**config.mk**
```make
export PLATFORM = sky130hd
export DESIGN_NAME = serial_mac_accumulator_flat
export DESIGN_NICKNAME = d
export VERILOG_FILES = /design/src/rtl/serial_mac_accumulator_if.sv /design/src/rtl/serial_mac_accumulator.sv /design/src/flat_wrapper.sv
export SDC_FILE = /design/constraint.sdc
export NUM_CORES = 1
export LEC_CHECK = 0
export ABC_CLOCK_PERIOD_IN_PS = 11400
export CAP_MARGIN = 20
export CORE_MARGIN = 5
export CORE_UTILIZATION = 30
export DETAILED_ROUTE_END_ITERATION = 7
export SETUP_SLACK_MARGIN = 0.5
export SLEW_MARGIN = 40
export SYNTH_ARGS = -nofsm -noshare
export SYNTH_HDL_FRONTEND = slang
export SYNTH_SLANG_ARGS = --single-unit
```
**constraint.sdc**
```tcl
create_clock -name clk_i -period 11.4 [get_ports clk_i]
set_input_delay 2.28 -clock clk_i [delete_from_list [all_inputs] [get_ports clk_i]]
set_output_delay 2.28 -clock clk_i [all_outputs]
set_load 0.03 [all_outputs]
```
**src/rtl/serial_mac_accumulator_if.sv**
```systemverilog
// ---------------------------------------------------------------------------
// serial_mac_accumulator_if
// Bundles the loader-side pair stream and the result handshake of the
// serial MAC accumulator.
//
// Signals
//   w_in      : signed weight operand (loader w_out)
//   f_in      : signed feature operand (loader f_out)
//   acc_en    : pair valid this cycle
//   clr       : window abort / clear (loader rst_pe)
//   out_valid : window result valid
//   out_ready : consumer accepts result
//   out_data  : signed window result
//   out_addr  : output buffer write address for out_data
//   out_we    : out_valid & out_ready
//
// Modports
//   master : loader + result consumer side (drives pairs and out_ready)
//   slave  : accumulator side
// ---------------------------------------------------------------------------
interface serial_mac_accumulator_if #(
  parameter int DATA_W = 8,
  parameter int ACC_W  = 20,
  parameter int OUT_AW = 6
);
  logic [DATA_W-1:0] w_in;
  logic [DATA_W-1:0] f_in;
  logic              acc_en;
  logic              clr;
  logic              out_valid;
  logic              out_ready;
  logic [ACC_W-1:0]  out_data;
  logic [OUT_AW-1:0] out_addr;
  logic              out_we;

  modport master (
    output w_in, f_in, acc_en, clr, out_ready,
    input  out_valid, out_data, out_addr, out_we
  );

  modport slave (
    input  w_in, f_in, acc_en, clr, out_ready,
    output out_valid, out_data, out_addr, out_we
  );
endinterface

```
**src/rtl/serial_mac_accumulator.sv**
```systemverilog
// ---------------------------------------------------------------------------
// serial_mac_accumulator
// Signed multiply-accumulate over NUM_TAPS accepted weight/feature pairs.
// The finished window sum is held on a valid/ready handshake together with
// an output buffer write address that advances once per delivered window.
//
// Ports
//   clk_i          : clock, all state updates on the rising edge
//   rst_i          : synchronous active-high reset, overrides all inputs
//   out_baseaddr_i : first output address, sampled only while rst_i is high
//   bus            : pair stream + result handshake (slave modport)
//   busy_o         : high while accumulating or holding a result
//   overrun_o      : sticky, a pair arrived while a result was pending
//   tap_cnt_o      : taps accepted in the current window
//
// Optional build macro
//   SERIAL_MAC_RELU_EN : when defined, the value latched into out_data is
//                        clamped to max(sum, 0); the accumulator is unchanged.
//
// States
//   IDLE | no window in progress, waiting for the first pair
//   ACC  | window in progress, accumulating pairs
//   HOLD | window complete, result presented until accepted
// ---------------------------------------------------------------------------
module serial_mac_accumulator #(
  parameter int DATA_W   = 8,
  parameter int ACC_W    = 20,
  parameter int NUM_TAPS = 9,
  parameter int OUT_AW   = 6
) (
  input  logic                     clk_i,
  input  logic                     rst_i,
  input  logic [OUT_AW-1:0]        out_baseaddr_i,
  serial_mac_accumulator_if.slave  bus,
  output logic                     busy_o,
  output logic                     overrun_o,
  output logic [3:0]               tap_cnt_o
);

  typedef enum logic [1:0] {
    S_IDLE = 2'd0,
    S_ACC  = 2'd1,
    S_HOLD = 2'd2
  } state_e;

  localparam logic [3:0] TAPS_L = 4'(NUM_TAPS);

  state_e            state_q, state_d;
  logic [ACC_W-1:0]  acc_q, acc_d;
  logic [3:0]        tap_q, tap_d;
  logic [ACC_W-1:0]  out_data_q, out_data_d;
  logic [OUT_AW-1:0] out_addr_q, out_addr_d;
  logic              overrun_q, overrun_d;

  logic signed [DATA_W-1:0]   w_s;
  logic signed [DATA_W-1:0]   f_s;
  logic signed [2*DATA_W-1:0] prod;
  logic [ACC_W-1:0]           prod_ext;
  logic [ACC_W-1:0]           win_sum;
  logic [ACC_W-1:0]           result;
  logic [3:0]                 tap_inc;

  assign w_s      = signed'(bus.w_in);
  assign f_s      = signed'(bus.f_in);
  assign prod     = w_s * f_s;
  assign prod_ext = {{(ACC_W - 2*DATA_W){prod[2*DATA_W-1]}}, prod};
  assign tap_inc  = tap_q + 4'd1;

  // Sum including the pair arriving this cycle; in IDLE the window starts fresh.
  assign win_sum = (state_q == S_IDLE) ? prod_ext : (acc_q + prod_ext);

`ifdef SERIAL_MAC_RELU_EN
  assign result = win_sum[ACC_W-1] ? '0 : win_sum;
`else
  assign result = win_sum;
`endif

  always_comb begin
    state_d    = state_q;
    acc_d      = acc_q;
    tap_d      = tap_q;
    out_data_d = out_data_q;
    out_addr_d = out_addr_q;
    overrun_d  = overrun_q;

    unique case (state_q)
      S_IDLE: begin
        if (bus.clr) begin
          acc_d = '0;
          tap_d = '0;
        end else if (bus.acc_en) begin
          acc_d = win_sum;
          tap_d = 4'd1;
          if (TAPS_L == 4'd1) begin
            out_data_d = result;
            state_d    = S_HOLD;
          end else begin
            state_d    = S_ACC;
          end
        end
      end

      S_ACC: begin
        // clr beats a simultaneous pair; the pair is discarded.
        if (bus.clr) begin
          acc_d   = '0;
          tap_d   = '0;
          state_d = S_IDLE;
        end else if (bus.acc_en) begin
          acc_d = win_sum;
          tap_d = tap_inc;
          if (tap_inc == TAPS_L) begin
            out_data_d = result;
            state_d    = S_HOLD;
          end
        end
      end

      S_HOLD: begin
        // clr is ignored here so a pending result cannot be lost.
        if (bus.acc_en) begin
          overrun_d = 1'b1;
        end
        if (bus.out_ready) begin
          out_addr_d = out_addr_q + 1'b1;
          acc_d      = '0;
          tap_d      = '0;
          state_d    = S_IDLE;
        end
      end

      default: begin
        state_d = S_IDLE;
        acc_d   = '0;
        tap_d   = '0;
      end
    endcase
  end

  always_ff @(posedge clk_i) begin
    if (rst_i) begin
      state_q    <= S_IDLE;
      acc_q      <= '0;
      tap_q      <= '0;
      out_data_q <= '0;
      out_addr_q <= out_baseaddr_i;
      overrun_q  <= 1'b0;
    end else begin
      state_q    <= state_d;
      acc_q      <= acc_d;
      tap_q      <= tap_d;
      out_data_q <= out_data_d;
      out_addr_q <= out_addr_d;
      overrun_q  <= overrun_d;
    end
  end

  assign bus.out_valid = (state_q == S_HOLD);
  assign bus.out_data  = out_data_q;
  assign bus.out_addr  = out_addr_q;
  assign bus.out_we    = (state_q == S_HOLD) & bus.out_ready;
  assign busy_o        = (state_q != S_IDLE);
  assign overrun_o     = overrun_q;
  assign tap_cnt_o     = tap_q;

endmodule

```
**src/flat_wrapper.sv**
```systemverilog
// flat-port wrapper written by rule: the top's interface ports become plain ports
module serial_mac_accumulator_flat 
#(
  parameter int DATA_W   = 8,
  parameter int ACC_W    = 20,
  parameter int NUM_TAPS = 9,
  parameter int OUT_AW   = 6
)
  (clk_i, rst_i, out_baseaddr_i, busy_o, overrun_o, tap_cnt_o, bus_w_in, bus_f_in, bus_acc_en, bus_clr, bus_out_ready, bus_out_valid, bus_out_data, bus_out_addr, bus_out_we);
  serial_mac_accumulator_if #(.DATA_W(DATA_W), .ACC_W(ACC_W), .OUT_AW(OUT_AW)) bus_i ();
  input  logic clk_i;
  input  logic rst_i;
  input  logic [OUT_AW-1:0] out_baseaddr_i;
  output logic busy_o;
  output logic overrun_o;
  output logic [3:0] tap_cnt_o;
  input wire logic [$bits(bus_i.w_in)-1:0] bus_w_in;
  input wire logic [$bits(bus_i.f_in)-1:0] bus_f_in;
  input wire logic [$bits(bus_i.acc_en)-1:0] bus_acc_en;
  input wire logic [$bits(bus_i.clr)-1:0] bus_clr;
  input wire logic [$bits(bus_i.out_ready)-1:0] bus_out_ready;
  output wire logic [$bits(bus_i.out_valid)-1:0] bus_out_valid;
  output wire logic [$bits(bus_i.out_data)-1:0] bus_out_data;
  output wire logic [$bits(bus_i.out_addr)-1:0] bus_out_addr;
  output wire logic [$bits(bus_i.out_we)-1:0] bus_out_we;
  assign bus_i.w_in = bus_w_in;
  assign bus_i.f_in = bus_f_in;
  assign bus_i.acc_en = bus_acc_en;
  assign bus_i.clr = bus_clr;
  assign bus_i.out_ready = bus_out_ready;
  assign bus_out_valid = bus_i.out_valid;
  assign bus_out_data = bus_i.out_data;
  assign bus_out_addr = bus_i.out_addr;
  assign bus_out_we = bus_i.out_we;
  serial_mac_accumulator #(.DATA_W(DATA_W), .ACC_W(ACC_W), .NUM_TAPS(NUM_TAPS), .OUT_AW(OUT_AW)) u_core (.clk_i(clk_i), .rst_i(rst_i), .out_baseaddr_i(out_baseaddr_i), .bus(bus_i), .busy_o(busy_o), .overrun_o(overrun_o), .tap_cnt_o(tap_cnt_o));
endmodule
```
==> metrics <==
status=finished clean; syn_area_per_cell=8.34 um^2; prevailing post-synth register cell=dfxtp_1; CTS max path bufs=2; # resized after CTS=0; proportion of synthesized chip area in sequential cells=a little under a fifth; # diodes=0; Hold Slack=approximately 0.45 ns; Reg2Reg Capture Point=u_core.bus.out_data[10]; largest family of logic cells by synthesized area=adder cells; Initial Util=a little under a third; flops & latches, synth=53; clock-pin slew on the worst setup and hold paths=0.07 ns; post-CTS setup buffer count=0; leakage=0.00295 uW; Synth Area in Compound Gates=around 16%; die height=about 150 um; area occupied by multi-input gates=4360 um^2; Hold Path Stages=2; ys async rst share=0%; Mapped Cells=roughly 700; post-layout util=35.7%; Yosys cell types=65; Syn. warnings=0; Crit Path Category=in -> reg; FILL cells=~2100; DR WL/cell=between 10 and 15 um; worst-path cell chain=clkdlybuf4s50_1 -> and2_1 -> fa_1 -> inv_1 -> fa_1 -> inv_1 -> fa_1 -> inv_1 -> fa_1 -> inv_1 -> ha_1 -> a21o_1 -> or3_1 -> a31oi_1 -> nor2_1 -> xor2_1 -> ha_1 -> o21ai_0 -> a22oi_1 -> nor2b_1 -> a32oi_1 -> a211oi_1 -> nand4b_1 -> o211ai_1; wirelength, routed=14100 um; CP Max Fanout=10; worst min path class=reg -> reg; H-tree levels=2; vias in the first global route=between 4000 and 5000; Clock Latency Late Sink=approximately 0.3 ns; vias per std cell=approximately 4.8; drt pass-1 iters=4; endpoint type of the worst setup path=flip-flop; HP Start=u_core.bus.out_data[10]; DP Wirelength=~11000 um; Register Area=~1100 um^2; initial antenna violation count=0; Worst slew margin=a little under 50%; Max VDD drop=around 0.13 mV; area grow syn2layout=17.4%; crit path from=bus_f_in[3]; Root Driver=clkbuf_16; CTS tree=done; PD cells=~270 nW/um^2; Tcrit/Tclk final=just under 80%; Final Slew Violations=0; Worst-Margin Slew=between 0.7 and 0.8 ns; internal reg-to-reg setup slack=between 8 and 9 ns; Final Hold Vio Count=0; setup TNS=0 ns; Reg2Reg Depth=10; All-Layer GR Usage=between 10 and 15%; RSZ-0062 raised after global routing=no; total grt overflow=0; crit-path max cell delay=0.64 ns; die area=roughly 23000 um^2; simple-gate portion of the synthesized area=21.4%; die width=roughly 150 um; Arr. time, crit path=9.00 ns; Min-Delay Endpoint=u_core.bus.out_data[10]; pin count of the biggest net entering global routing=between 60 and 70; Placer Congestion=roughly 0.85; Site Rows=51; max-capacitance violation count=0; post-synthesis xor/xnor area fraction=under 10%; CTS Hold Bufs=0; core box area=between 15000 and 20000 um^2; Post-synth EDFFs=6; Port Buffers=60; Worst EP required=about 12 ns; Layout Nets=between 800 and 900; kind of cell adding the most delay to the critical path=adder cells; Synth Area in Adders=between 20 and 30%; slowest CP cell=xor2_1; share of cells above drive strength 1=3.83%; number of nets with antenna violations after routing=0; Startpoint Class=input pin; mux cell area share after synthesis=between 1 and 1.5%; routed via count=slightly below 5000; Num CTS Buffers=5; Sink Count=53; worst r2r src=u_core.acc_q[0]; skew final=slightly above 0.009 ns; DRC violations left=0; # IOs=61; Worst Path Buf+Inv=5; mapped cell area=5920 um^2; Max Freq=approximately 110 MHz; minimum clock period=around 8.8 ns; first-pass GRT wire length=approximately 24000 um; Pwr Total=approximately 1900 uW; DRT iter0 DRCs=206; Synth Net Count=roughly 850; # setup viols final=0
layer usage:
| layer | global-route usage [%] | up-vias | wire length [um] |
|---|---|---|---|
| li1 | - | 2480 | - |
| met1 | 17.8 | 2316 | 6870 |
| met2 | 21.5 | 92 | 6410 |
| met3 | 1.26 | 15 | 636 |
| met4 | 3.06 | 0 | 231 |
| met5 | 0 | - | 0 |
kinds of logic (layout without fill, tap and decap cells):
logic type                 Yosys count  after routing
DFF                                 53             53
xor gates and xnor gates            32             32
AOI/OAI and AO/OA                  146            146
muxes                                6              6
buffers and inverters              119            166
and+or+nand+nor                    246            246
adders and majority gates          108            108
worst register-to-register path: cells and delay by family, from the launching register on:
| family | cells | cell delay (ns) |
|---|---|---|
| AOI/OAI and AO/OA | 3 | 0.72 |
| and+or+nand+nor | 3 | 0.49 |
| adders and majority gates | 2 | 0.56 |
| xor gates and xnor gates | 1 | 0.30 |
| DFF | 1 | 0.34 |
| buffers and inverters | 1 | 0.05 |
layout by cell type (no fill, tap or decap), drive strengths merged, types with 3 or more instances in the layout:
cell	instances
ha	52
o21a	3
nand3b	6
clkbuf	6
nor3	12
a211oi	5
a21o	11
mux2i	3
nand4	7
edfxtp	6
a22oi	13
and2	49
fa	56
nor2b	11
nor2	46
xnor2	20
o31ai	5
o21bai	3
a21oi	46
nor3b	6
dfxtp	47
clkdlybuf4s50	59
and3	4
nand2b	7
buf	3
inv	96
nand2	72
a31oi	5
o21ai	28
o211ai	8
mux2	3
a32oi	3
xor2	12
nand3	14
worst max-delay path by stage:
stage	end	slack [ns]	cells after the start
2_1_floorplan	u_core.acc_q[19]	3.50	24
3_3_place_gp	u_core.bus.out_data[19]	2.49	24
3_5_place_dp	u_core.acc_q[19]	2.26	24
4_1_cts	u_core.acc_q[19]	2.58	24
5_1_grt	u_core.acc_q[19]	2.05	25
6_report	u_core.acc_q[19]	2.58	24
synthesized netlist by cell type (all sizes together), types with 8 or more instances:
| cell type | n | share of area, % |
|---|---|---|
| a21o | 11 | 1.4 |
| fa | 56 | 19 |
| ha | 52 | 11 |
| a22oi | 13 | 1.6 |
| nor3 | 12 | 1.0 |
| a21oi | 46 | 4.1 |
| buf | 11 | 0.87 |
| and2 | 49 | 5.2 |
| nor2b | 11 | 1.2 |
| xnor2 | 20 | 3.0 |
| o211ai | 8 | 1.0 |
| inv | 96 | 6.1 |
| nor2 | 46 | 3.2 |
| dfxtp | 47 | 16 |
| o21ai | 28 | 2.4 |
| xor2 | 12 | 1.8 |
| nand2 | 72 | 4.6 |
| clkbuf | 12 | 0.76 |
| nand3 | 14 | 1.2 |
cell type report:
| type | count | share of cell area, % |
|---|---|---|
| repair buffers | 62 | 8.78 |
| clock inverters | 2 | 0.540 |
| well taps | 265 | 4.77 |
| inverters | 96 | 5.18 |
| clock buffers | 6 | 2.00 |
| flip-flops and latches | 53 | 16.1 |
| multi-input cells | 538 | 62.6 |
registers in the layout (all words and copies together), names as in the netlist:
name,count
u_core.acc_q,20
u_core.bus.out_data,20
u_core.bus.out_addr,6
u_core.tap_cnt_o,4
u_core.state_q,2
u_core.overrun_o,1
through the flow:
| step | setup WS [ns] | instance area, um^2 | std cells |
|---|---|---|---|
| 6_report | 2.58 | 6960 | 1022 |
| 2_1_floorplan | 3.50 | 5920 | 710 |
| 5_1_grt | 2.05 | 6960 | 1022 |
| 3_5_place_dp | 2.26 | 6780 | 1014 |
| 4_1_cts | 2.58 | 6960 | 1022 |
| 3_3_place_gp | 2.49 | 6770 | 1014 |
report_power, final:
group	internal, uW	switching [uW]	leakage, uW
Sequential	212	16.7	0.000440
Combinational	565	932	0.00243
Clock	110	72.4	0.0000831
(Power assumes the default switching activity.)
